<file path="src/rtl/full_adder_pkg.sv">
// Shared constants and types for the registered ripple adder.
// Optional overflow output is enabled by FA4_OVF_EN.
package full_adder_pkg;

  localparam int FA_WIDTH_DEFAULT = 4;

  typedef logic [FA_WIDTH_DEFAULT:0] fa_sum_t;

endpackage

</file>
<file path="src/rtl/full_adder_1bit.sv">
// One ripple-chain cell: sum and majority carry.
// Purely combinational; registered by the parent.
module full_adder_1bit
  import full_adder_pkg::*;
(
  input  logic i_x,
  input  logic i_y,
  input  logic i_ci,
  output logic o_sum,
  output logic o_co
);

  assign o_sum = i_x ^ i_y ^ i_ci;
  assign o_co  = (i_x & i_y) | (i_x & i_ci) | (i_y & i_ci);

endmodule

</file>
<file path="src/rtl/full_adder_4bit_bh.sv">
// Registered WIDTH-bit ripple adder with carry, valid flag.
// Define FA4_OVF_EN to add the registered signed-overflow port ovf.
module full_adder_4bit_bh
  import full_adder_pkg::*;
#(
  parameter int WIDTH = FA_WIDTH_DEFAULT
) (
  input  logic             clk,
  input  logic             rst_n,
  input  logic             en,
  input  logic [WIDTH-1:0] a,
  input  logic [WIDTH-1:0] b,
  input  logic             cin,
  output logic [WIDTH-1:0] s,
  output logic             c,
  output logic             valid
`ifdef FA4_OVF_EN
  ,
  output logic             ovf
`endif
);

  logic [WIDTH:0]   w_carry;
  logic [WIDTH-1:0] w_sum;
  logic [WIDTH-1:0] r_s;
  logic             r_c;
  logic             r_valid;

  assign w_carry[0] = cin;

  for (genvar i = 0; i < WIDTH; i++) begin : g_cell
    full_adder_1bit u_fa (
      .i_x   (a[i]),
      .i_y   (b[i]),
      .i_ci  (w_carry[i]),
      .o_sum (w_sum[i]),
      .o_co  (w_carry[i+1])
    );
  end

  // Capture sum/carry on enable; hold otherwise; valid tracks en.
  always_ff @(posedge clk) begin
    if (!rst_n) begin
      r_s     <= '0;
      r_c     <= 1'b0;
      r_valid <= 1'b0;
    end else begin
      r_valid <= en;
      if (en) begin
        r_s <= w_sum;
        r_c <= w_carry[WIDTH];
      end
    end
  end

  assign s     = r_s;
  assign c     = r_c;
  assign valid = r_valid;

`ifdef FA4_OVF_EN
  logic r_ovf;

  // Signed overflow: carry into MSB cell differs from carry out.
  always_ff @(posedge clk) begin
    if (!rst_n)
      r_ovf <= 1'b0;
    else if (en)
      r_ovf <= w_carry[WIDTH-1] ^ w_carry[WIDTH];
  end

  assign ovf = r_ovf;
`endif

endmodule

</file>
<file path="config.mk">
export PLATFORM = sky130hd
export DESIGN_NAME = full_adder_4bit_bh
export DESIGN_NICKNAME = d
export VERILOG_FILES = /design/src/rtl/full_adder_pkg.sv /design/src/rtl/full_adder_1bit.sv /design/src/rtl/full_adder_4bit_bh.sv
export SDC_FILE = /design/constraint.sdc
export NUM_CORES = 1
export LEC_CHECK = 0
export ABC_AREA = 1
export CAP_MARGIN = 20
export CORE_AREA = 4 4 41 43
export CTS_CLUSTER_SIZE = 16
export DETAILED_ROUTE_END_ITERATION = 8
export DIE_AREA = 0 0 45 47
export GPL_ROUTABILITY_DRIVEN = 0
export GPL_TIMING_DRIVEN = 0
export REMOVE_ABC_BUFFERS = 1
export SLEW_MARGIN = 5
export SYNTH_ARGS = -nofsm -noshare
export SYNTH_HDL_FRONTEND = slang
export SYNTH_SLANG_ARGS = --single-unit
</file>
<file path="constraint.sdc">
create_clock -name clk -period 2.6 [get_ports clk]
set_clock_uncertainty 0.05 [all_clocks]
set_input_delay 0.26 -clock clk [delete_from_list [all_inputs] [get_ports clk]]
set_output_delay 0.26 -clock clk [all_outputs]
set_load 0.1 [all_outputs]
</file>
==> impl_metrics.tcl <==
set metrics [dict create \
    drcViolationCount 0 \
    cp.required_ns 2.73 \
    place_area_um2 498 \
    ctsHoldBuffers 0 \
    crit_arrival_ns 2.37 \
    reg2reg_from "s[2]" \
    initial_utilization 0.246 \
    cts.reportedPaths.clkPinSlew_ns 0.05 \
    drtIter0Drc 7 \
    p_clk_frac 0.279 \
    clk_latency_ns 0.24 \
    status "complete, no violations" \
    crit_type "in -> reg" \
    crit_path_end_kind "flip-flop" \
    fin_nets 76 \
    period_needed_ns 2.23 \
    cellPowerDensity_mw_per_mm2 594 \
    cpMaxStageDelayCell "fa_1" \
    die_w_um 45 \
    drv_cap 0 \
    syn2layout_area_growth_pct 62.5 \
    max_freq_ghz 0.448 \
    drive_above_1_share 0.0690 \
    dpl.hpwl_um 502 \
    cts_setup_buffers 0 \
    crit_top_cell "fa_1" \
    report.final.slew_viol_count 0 \
    firstDrtPassIters 2 \
    gr-usage-all-layers 0.0731 \
    cts-root-buf "clkbuf_4" \
    num_rows 13 \
    crit_family "adder cells" \
    num_vias 270 \
    grt_pass1_vias 247 \
    p_sw_uw 118 \
    numCtsBuffers 3 \
    grt_max_degree 11 \
    slowest_delay_ns 0.41 \
    fin_total_pwr_uw 309 \
    clock_sinks 6 \
    holdWs_ns 0.421 \
    ir_drop_uv 228 \
    synth_area_per_cell_um2 8.21 \
    grt_pass1_wl_um 1030 \
    vias_per_cell 3.70 \
    ctsResizeCount 0 \
    n_antenna_cell 0 \
    hold_viol 0 \
    ys_warn_count 0 \
    fp.dieH_um 47 \
    cts_tree "built" \
    tns_ns 0 \
    worst-path-max-fanout 1 \
    fin_util 0.400 \
    ys_ff_latch 6 \
    switching_share 0.381 \
    tightest_slew_ns 0.969 \
    overflow 0 \
    clk_path_buf_depth 2 \
    netlist_instances 39 \
    seq_power_share 0.336 \
    wl_um 618 \
    ys_types 8 \
    h-tree-depth 1 \
    antenna_found_initial 0 \
    crit_path_start_kind "primary input" \
    hold_start "s[0]" \
    startpoint "a[0]" \
    p_int_uw 192 \
    fin_crit_sh 0.858 \
    p_comb_frac 0.385 \
    p_leak_nw 0.253 \
    core_area_mm2 0.00130 \
    postLayoutCellArea_um2 520 \
    crit_buf_inv 4 \
    crit_chain "clkdlybuf4s50_1, inv_1, fa_1, inv_1, fa_1, fa_1, inv_1, fa_1, nand2_1, nand2_1, nor2_1" \
    setup_violations 0 \
    ys_seq_area_frac 0.375 \
    die-area_mm2 0.00212 \
    rsz0062_at_grt "false" \
    slew_headroom 0.352 \
    hold_path_class "reg -> reg" \
    wl_per_cell_um 8.47 \
    design.portCount 18 \
    port_buffers 17 \
    ant_nets 0 \
    netlist_area_um2 320 \
]
## layout by cell type (no fill, tap or decap)
cell             count
clkdlybuf4s50_1     17
inv_1                9
nor2_1               9
nand2_1              6
dfxtp_1              6
fa_1                 4
o21ai_1              3
clkbuf_4             3
inv_2                1
## routing by layer
layer / vias to the layer above / GRT usage / wire (µm)
met4: 0 / 0.0175 / 0
met1: 113 / 0.0764 / 251
met5: - / 0 / 0
li1: 148 / - / -
met3: 0 / 0.0690 / 64
met2: 9 / 0.107 / 302
## worst register-to-register path: stages (launching register included)
cell and delay (ns):
dfxtp_1 0.31, o21ai_1 0.11, nor2_1 0.05
## through the flow
step                setup slack, ns  instances
finish                        0.369         73
global route                  0.229         73
CTS                           0.354         73
detailed placement           0.0984         70
global placement              0.105         70
floorplan                     0.614         38
## sequential cells by signal, indices dropped and copies added (netlist names)
| name | flops |
|---|---|
| c | 1 |
| valid | 1 |
| s | 4 |
## cell type report
| cell class | instances | area (µm²) |
|---|---|---|
| Tap cell | 15 | 18.8 |
| Timing Repair Buffer | 17 | 170 |
| Clock buffer | 3 | 22.5 |
| Inverter | 10 | 37.5 |
| Fill cell | 141 | 781 |
| Sequential cell | 6 | 120 |
| Multi-Input combinational cell | 22 | 151 |
## worst paths after layout
path                             end  slack, ns  cells past startpoint
worst min register to register  s[0]       0.42                      2
worst max register to register  s[2]       1.98                      2
worst max-delay path            s[3]       0.37                     11
worst min-delay path            s[0]       0.42                      2
## logic make-up after synthesis
family          synth area share
compound gates            0.0469
fa+ha+maj                  0.250
buf+inv                    0.152
flops                      0.375
simple gates               0.176
## synth_stat cells, drive strengths merged
cell | count | area, µm²
inv | 10 | 37.5
nor2 | 9 | 33.8
dfxtp | 6 | 120
nand2 | 6 | 22.5
fa | 4 | 80.1
o21ai | 3 | 15.0
buf | 1 | 11.3
## power groups by stage
stage	Combinational (mW)	Clock (mW)	Sequential, mW
finish	0.119	0.0865	0.104
detailed placement	0.120	0	0.106
floorplan	0.0230	0	0.163
CTS	0.121	0.0908	0.104
global placement	0.120	0	0.105
global route	0.130	0.0955	0.105
(Power assumes the default switching activity.)
